$ cat src/rtl/radix_4_ntt_operand_collector_if.sv
// Bundles the coefficient stream, the twiddle ROM port and the PE-side group bus.
// master = collector side, slave = the environment (source, ROM and PE).
// Optional range_err signal is present only when RADIX4_RANGE_CHECK_EN is defined.
interface radix_4_ntt_operand_collector_if #(
  parameter int N        = 17,
  parameter int LOG_POLY = 8
);
  localparam int AW = (LOG_POLY > 2) ? (LOG_POLY - 2) : 1;

  logic          inv;
  logic          in_valid;
  logic          in_ready;
  logic [N-1:0]  in_data;
  logic [AW-1:0] tf_addr;
  logic          tf_rd;
  logic [N-1:0]  tf_rdata0;
  logic [N-1:0]  tf_rdata1;
  logic [N-1:0]  tf_rdata2;
  logic          out_valid;
  logic          out_ready;
  logic [N-1:0]  a0;
  logic [N-1:0]  a1;
  logic [N-1:0]  a2;
  logic [N-1:0]  a3;
  logic [N-1:0]  tf0;
  logic [N-1:0]  tf1;
  logic [N-1:0]  tf2;
  logic          out_inv;
  logic          out_last;
`ifdef RADIX4_RANGE_CHECK_EN
  logic          range_err;
`endif

  modport master (
    input  inv, in_valid, in_data, tf_rdata0, tf_rdata1, tf_rdata2, out_ready,
    output in_ready, tf_addr, tf_rd, out_valid, a0, a1, a2, a3, tf0, tf1, tf2,
           out_inv, out_last
`ifdef RADIX4_RANGE_CHECK_EN
    , output range_err
`endif
  );

  modport slave (
    output inv, in_valid, in_data, tf_rdata0, tf_rdata1, tf_rdata2, out_ready,
    input  in_ready, tf_addr, tf_rd, out_valid, a0, a1, a2, a3, tf0, tf1, tf2,
           out_inv, out_last
`ifdef RADIX4_RANGE_CHECK_EN
    , input range_err
`endif
  );
endinterface

$ cat src/rtl/radix_4_ntt_operand_collector.sv
// Packs a serial coefficient stream into radix-4 groups, fetches 3 twiddles, presents to the PE.
// Latency: out_valid rises 2 cycles after the 4th coefficient handshake; 1 group per 6 cycles.
// Backpressure: in_ready drops while a group is fetched/presented; group held until out_ready.
// Optional RADIX4_RANGE_CHECK_EN adds a sticky range_err flag for coefficients >= Q.
module radix_4_ntt_operand_collector #(
  parameter int N        = 17,
  parameter int LOG_POLY = 8,
  parameter int Q        = 65537
) (
  input logic                              clk,
  input logic                              rst_n,
  radix_4_ntt_operand_collector_if.master  bus
);
  localparam int AW = (LOG_POLY > 2) ? (LOG_POLY - 2) : 1;
  localparam logic [AW-1:0] LAST_GRP = AW'((1 << (LOG_POLY - 2)) - 1);

  localparam logic [1:0] S_FILL    = 2'd0;
  localparam logic [1:0] S_TF_WAIT = 2'd1;
  localparam logic [1:0] S_PRESENT = 2'd2;

  logic [1:0]    r_state;
  logic [1:0]    r_fill_cnt;
  logic [AW-1:0] r_grp;
  logic          r_in_ready;
  logic          r_out_valid;
  logic          r_out_last;
  logic          r_inv;
  logic [N-1:0]  r_a0, r_a1, r_a2, r_a3;
  logic [N-1:0]  r_tf0, r_tf1, r_tf2;

  logic w_acc;
  logic w_grp_done;
  logic w_out_hs;

  // in_ready is only ever high in FILL, so it doubles as the state qualifier
  assign w_acc      = r_in_ready & bus.in_valid;
  assign w_grp_done = w_acc & (r_fill_cnt == 2'd3);
  assign w_out_hs   = r_out_valid & bus.out_ready;

  // The ROM read is issued in the same cycle as the 4th handshake so data lands during TF_WAIT
  assign bus.tf_rd     = w_grp_done;
  assign bus.tf_addr   = r_grp;
  assign bus.in_ready  = r_in_ready;
  assign bus.out_valid = r_out_valid;
  assign bus.out_last  = r_out_last;
  assign bus.out_inv   = r_inv;
  assign bus.a0        = r_a0;
  assign bus.a1        = r_a1;
  assign bus.a2        = r_a2;
  assign bus.a3        = r_a3;
  assign bus.tf0       = r_tf0;
  assign bus.tf1       = r_tf1;
  assign bus.tf2       = r_tf2;

  // Control FSM plus the coefficient/twiddle capture registers
  always_ff @(posedge clk) begin
    if (!rst_n) begin
      r_state     <= S_FILL;
      r_fill_cnt  <= 2'd0;
      r_grp       <= '0;
      r_in_ready  <= 1'b0;
      r_out_valid <= 1'b0;
      r_out_last  <= 1'b0;
      r_inv       <= 1'b0;
      r_a0        <= '0;
      r_a1        <= '0;
      r_a2        <= '0;
      r_a3        <= '0;
      r_tf0       <= '0;
      r_tf1       <= '0;
      r_tf2       <= '0;
    end else begin
      case (r_state)
        S_FILL: begin
          // in_ready comes up one cycle after reset release and stays up until a group completes
          r_in_ready <= ~w_grp_done;
          if (w_acc) begin
            case (r_fill_cnt)
              2'd0:    r_a0 <= bus.in_data;
              2'd1:    r_a1 <= bus.in_data;
              2'd2:    r_a2 <= bus.in_data;
              default: r_a3 <= bus.in_data;
            endcase
            // Mode is frozen at the very first coefficient of each polynomial
            if ((r_fill_cnt == 2'd0) && (r_grp == '0)) begin
              r_inv <= bus.inv;
            end
            r_fill_cnt <= r_fill_cnt + 2'd1;
            if (r_fill_cnt == 2'd3) begin
              r_state <= S_TF_WAIT;
            end
          end
        end
        S_TF_WAIT: begin
          r_tf0       <= bus.tf_rdata0;
          r_tf1       <= bus.tf_rdata1;
          r_tf2       <= bus.tf_rdata2;
          r_out_valid <= 1'b1;
          r_out_last  <= (r_grp == LAST_GRP);
          r_state     <= S_PRESENT;
        end
        S_PRESENT: begin
          if (w_out_hs) begin
            r_grp       <= (r_grp == LAST_GRP) ? '0 : r_grp + 1'b1;
            r_out_valid <= 1'b0;
            r_out_last  <= 1'b0;
            r_in_ready  <= 1'b1;
            r_state     <= S_FILL;
          end
        end
        default: begin
          r_state    <= S_FILL;
          r_in_ready <= 1'b0;
        end
      endcase
    end
  end

`ifdef RADIX4_RANGE_CHECK_EN
  localparam logic [N:0] Q_EXT = Q[N:0];
  logic w_over;
  logic r_range_err;

  assign w_over        = w_acc & ({1'b0, bus.in_data} >= Q_EXT);
  assign bus.range_err = r_range_err;

  // Sticky out-of-range flag, cleared only by reset
  always_ff @(posedge clk) begin
    if (!rst_n) begin
      r_range_err <= 1'b0;
    end else if (w_over) begin
      r_range_err <= 1'b1;
    end
  end
`endif
endmodule

$ cat src/flat_wrapper.sv
// flat-port wrapper written by rule: the top's interface ports become plain ports
module radix_4_ntt_operand_collector_flat 
#(
  parameter int N        = 17,
  parameter int LOG_POLY = 8,
  parameter int Q        = 65537
)
  (clk, rst_n, bus_inv, bus_in_valid, bus_in_data, bus_tf_rdata0, bus_tf_rdata1, bus_tf_rdata2, bus_out_ready, bus_in_ready, bus_tf_addr, bus_tf_rd, bus_out_valid, bus_a0, bus_a1, bus_a2, bus_a3, bus_tf0, bus_tf1, bus_tf2, bus_out_inv, bus_out_last);
  radix_4_ntt_operand_collector_if #(.N(N), .LOG_POLY(LOG_POLY)) bus_i ();
  input logic clk;
  input logic rst_n;
  input wire logic [$bits(bus_i.inv)-1:0] bus_inv;
  input wire logic [$bits(bus_i.in_valid)-1:0] bus_in_valid;
  input wire logic [$bits(bus_i.in_data)-1:0] bus_in_data;
  input wire logic [$bits(bus_i.tf_rdata0)-1:0] bus_tf_rdata0;
  input wire logic [$bits(bus_i.tf_rdata1)-1:0] bus_tf_rdata1;
  input wire logic [$bits(bus_i.tf_rdata2)-1:0] bus_tf_rdata2;
  input wire logic [$bits(bus_i.out_ready)-1:0] bus_out_ready;
  output wire logic [$bits(bus_i.in_ready)-1:0] bus_in_ready;
  output wire logic [$bits(bus_i.tf_addr)-1:0] bus_tf_addr;
  output wire logic [$bits(bus_i.tf_rd)-1:0] bus_tf_rd;
  output wire logic [$bits(bus_i.out_valid)-1:0] bus_out_valid;
  output wire logic [$bits(bus_i.a0)-1:0] bus_a0;
  output wire logic [$bits(bus_i.a1)-1:0] bus_a1;
  output wire logic [$bits(bus_i.a2)-1:0] bus_a2;
  output wire logic [$bits(bus_i.a3)-1:0] bus_a3;
  output wire logic [$bits(bus_i.tf0)-1:0] bus_tf0;
  output wire logic [$bits(bus_i.tf1)-1:0] bus_tf1;
  output wire logic [$bits(bus_i.tf2)-1:0] bus_tf2;
  output wire logic [$bits(bus_i.out_inv)-1:0] bus_out_inv;
  output wire logic [$bits(bus_i.out_last)-1:0] bus_out_last;
  assign bus_i.inv = bus_inv;
  assign bus_i.in_valid = bus_in_valid;
  assign bus_i.in_data = bus_in_data;
  assign bus_i.tf_rdata0 = bus_tf_rdata0;
  assign bus_i.tf_rdata1 = bus_tf_rdata1;
  assign bus_i.tf_rdata2 = bus_tf_rdata2;
  assign bus_i.out_ready = bus_out_ready;
  assign bus_in_ready = bus_i.in_ready;
  assign bus_tf_addr = bus_i.tf_addr;
  assign bus_tf_rd = bus_i.tf_rd;
  assign bus_out_valid = bus_i.out_valid;
  assign bus_a0 = bus_i.a0;
  assign bus_a1 = bus_i.a1;
  assign bus_a2 = bus_i.a2;
  assign bus_a3 = bus_i.a3;
  assign bus_tf0 = bus_i.tf0;
  assign bus_tf1 = bus_i.tf1;
  assign bus_tf2 = bus_i.tf2;
  assign bus_out_inv = bus_i.out_inv;
  assign bus_out_last = bus_i.out_last;
  radix_4_ntt_operand_collector #(.N(N), .LOG_POLY(LOG_POLY), .Q(Q)) u_core (.clk(clk), .rst_n(rst_n), .bus(bus_i));
endmodule
$ cat config.mk
export PLATFORM = sky130hd
export DESIGN_NAME = radix_4_ntt_operand_collector_flat
export DESIGN_NICKNAME = d
export VERILOG_FILES = /design/src/rtl/radix_4_ntt_operand_collector_if.sv /design/src/rtl/radix_4_ntt_operand_collector.sv /design/src/flat_wrapper.sv
export SDC_FILE = /design/constraint.sdc
export NUM_CORES = 1
export LEC_CHECK = 0
export BUFFER_PORTS_ARGS = -buffer_cell sky130_fd_sc_hd__buf_2
export CAP_MARGIN = 20
export CORE_ASPECT_RATIO = 1.25
export CORE_MARGIN = 2
export CORE_UTILIZATION = 45
export DETAILED_ROUTE_END_ITERATION = 8
export PLACE_DENSITY = 0.75
export SLEW_MARGIN = 20
export SYNTH_ARGS = -nofsm -noshare
export SYNTH_HDL_FRONTEND = slang
export SYNTH_SLANG_ARGS = --single-unit
$ cat constraint.sdc
create_clock -name clk -period 3.07 [get_ports clk]
set_input_delay 0 -clock clk [delete_from_list [all_inputs] [get_ports clk]]
set_output_delay 0 -clock clk [all_outputs]
set_load 0.03 [all_outputs]
==> impl_results.md <==
* Average wire per cell in the routed design at 16.0 microns
* Register bit count reported by yosys at 133
* Worst-case headroom to the max-slew limit at 30.4%
* Critical Path Source Type: flop
* Detail Route Antenna Nets at 0
* Path category of the worst min-delay check: input pin to flop
* Count of endpoints failing setup in the final report at 0
* FF/Latch Area at 2660 sq um
* X dimension of the die at 98.1 microns
* Reg-to-reg critical path startpoint: u_core.r_state[1]
* Net total in the final layout at 941
* Worst setup path startpoint: u_core.r_state[1]
* Clock root buffer: sky130_fd_sc_hd__clkbuf_16
* Critical path data arrival time at 2.69 ns
* Clock-pin slew on the worst setup and hold paths at 0.06 ns
* Detailed placer's ending HPWL at 9600 microns
* Final critical-path setup slack at 0.676 ns
* Total cell area at the placement stage at 6000 sq um
* Number of I/O pins at 203
* Ratio of total power to cell area at 563 nW/um^2
* Worst supply voltage drop on vdd at 408 uV
* Top library cells by usage in the layout, fill and taps aside: sky130_fd_sc_hd__buf_2 (202), sky130_fd_sc_hd__dfxtp_1 (133), sky130_fd_sc_hd__a21oi_1 (130), sky130_fd_sc_hd__nand2_1 (115), sky130_fd_sc_hd__dlygate4sd3_1 (73)
* # H-tree levels at 4
* Setup total negative slack at 0 ns
* Leak Pwr at 3.10 nW
* Worst-path fanout max at 72
* Post-route non-filler standard cell count at 1007
* Clock period minus final worst setup slack at 2.39 ns
* Vias per inst at 5.48
* Post-synthesis instance area at 4980 sq um
* Full die area at 11900 sq um
* Outcome: finished, final reports clean
* Pre-CTS setup slack at 0.866 ns
* Slew at the pin with the worst max-slew slack at 1.04 ns
* Final Hold Violating Endpoints at 0
* Synth top area share at 53.5%
* Initial detailed-routing violation count at 256
* Worst Setup End Kind: flop
* Design Area, Final at 7330 sq um
* GRT Total Usage at 26.7%
* Area Overhead vs Synth at 47.1%
* Height of the die at 122 microns
* Total number of placement rows at 42
* Max-cap check violation count at 0
* Cell taking the most area after synthesis: sky130_fd_sc_hd__dfxtp_1
* Req. time, crit path at 3.37 ns
* CP Capture Point: u_core.bus.out_inv
* Global-route wire length before repair at 25900 microns
* Area of combinational cells with multiple inputs at 2070 sq um
* Initial antenna violation count at 0
* Fraction of the cycle the final worst path needs at 78.0%
* Deepest clock path buffer count at 2
* Seq/Total Area, Yosys at 53.5%
* TritonCTS clock tree: done
* Fraction of final layout cells sized beyond drive strength 1 at 27.9%
* Sink Count at 133
* Number of cells in the design after placement at 902
* Highest attainable clock frequency at 0.418 GHz
* Placer congestion estimate at 0.830
* Synth Net Count at 694
* Reg-to-reg endpoint: u_core.bus.out_inv
* Ys Warns at 0
* Source-to-sink clock delay at the later pin of the worst-skew pair at 0.42 ns
* Initial core utilization at 46.7%
* Leading post-synthesis cells by cell area: sky130_fd_sc_hd__dfxtp_1 (53%), sky130_fd_sc_hd__a21oi_1 (13%), sky130_fd_sc_hd__nand2_1 (8.7%)
* Router iterations before antenna repair at 5
* Vias at 5514
* Number of gates resized after cts at 0
* Gate count after technology mapping at 615
* Number of slew-limit violations in the final report at 0
* RSZ-0062 raised after global routing: no
* Reg2Reg Depth at 5
* Minimum hold slack at 0.365 ns
* Final Core Density at 68.7%
* Antenna diode count at 0
* Post-synthesis cell type count at 29
* PnR Total Power at 4.13 mW
* Via count of the first global-routing pass at 5415
* Register-to-register setup slack at 0.68 ns
* Synthesized area per cell at 8.10 sq um
* Class of the most critical setup path: flop to flop
* Number of buffers inserted by port buffering at 202
* Placeable core area at 10700 sq um
* Post-route DRC at 0
* Count of fill cells added during filler insertion at 805
* Number of CTS-inserted buffers at 17
* Routed Wire Length at 16100 microns
* Most common cell after layout, fill and taps aside: sky130_fd_sc_hd__buf_2
* Largest net degree at the start of global routing at 84
* Max Clock Skew at 0.00766 ns
* Remaining Overflow, GRT at 0
## worst min-delay path by stage
stage	startpoint	endpoint	slack (ns)	cells after the start
2_1_floorplan	bus_tf_rdata0[0]	u_core.bus.tf0[0]	0.14	2
3_3_place_gp	bus_tf_rdata1[4]	u_core.bus.tf1[4]	0.24	3
3_5_place_dp	bus_tf_rdata0[14]	u_core.bus.tf0[14]	0.25	3
4_1_cts	bus_tf_rdata0[14]	u_core.bus.tf0[14]	0.36	4
5_1_grt	bus_tf_rdata0[6]	u_core.bus.tf0[6]	0.38	4
6_report	bus_tf_rdata0[14]	u_core.bus.tf0[14]	0.36	4
## worst max-delay path, cell delays in order, from the launching register on
cell,delay [ns]
sky130_fd_sc_hd__dfxtp_1,0.38
sky130_fd_sc_hd__and4bb_2,0.32
sky130_fd_sc_hd__buf_4,0.57
sky130_fd_sc_hd__nand4_1,0.25
sky130_fd_sc_hd__mux2i_1,0.18
sky130_fd_sc_hd__dlygate4sd3_1,0.55
## metal layers
layer  wire length, microns  track usage, %
met5                      0               0
met1                   6410            32.3
met2                   7930            44.9
met3                   1450            7.80
met4                    356            10.5
## cell families after synthesis
family | share of synthesized area [%]
fa+ha+maj | 1.51
buf+inv | 5.35
mux | 0.402
compound gates | 20.9
simple gates | 18.3
flops | 53.5
## synthesized netlist by cell type (all sizes together)
library cell  instances
clkbuf               32
o211ai                1
dfxtp               133
or4                   1
nor2                  3
o2111a                1
clkinv                1
and3                  2
nand4bb               1
and4bb                1
buf                  22
a31oi                 1
nand4b                1
inv                   9
nand3b                1
nor2b                 1
mux2i                 2
nor4                  1
a311o                 1
nand3                72
o21ai                70
nand2b                1
o31ai                 1
nand4                 1
nand2               115
a21oi               130
ha                    6
or3                   4
## state kept, by name, indices dropped and copies added, names as in the netlist, 2 cells and up
signal,cells
u_core.r_state,2
u_core.bus.tf2,17
u_core.bus.a0,17
u_core.bus.tf_addr,6
u_core.bus.tf1,17
u_core.bus.tf0,17
u_core.bus.a3,17
u_core.bus.a1,17
u_core.r_fill_cnt,2
u_core.bus.a2,17
## area by class of cell
class	count	area share [%]
Clock buffer	20	6.10
Clock inverter	12	2.10
Sequential cell	133	36.3
Inverter	10	0.529
Tap cell	132	2.25
Timing Repair Buffer	282	24.5
Multi-Input combinational cell	418	28.2
## power breakdown
part           switching [mW]  internal [mW]
Clock                   0.746           1.30
Sequential             0.0137           1.75
Combinational           0.188          0.132
## repair_timing
action,in CTS,in global routing
hold endpoints to repair,122,0
setup buffers,0,0
hold buffers,73,0
(Power assumes the default switching activity.)
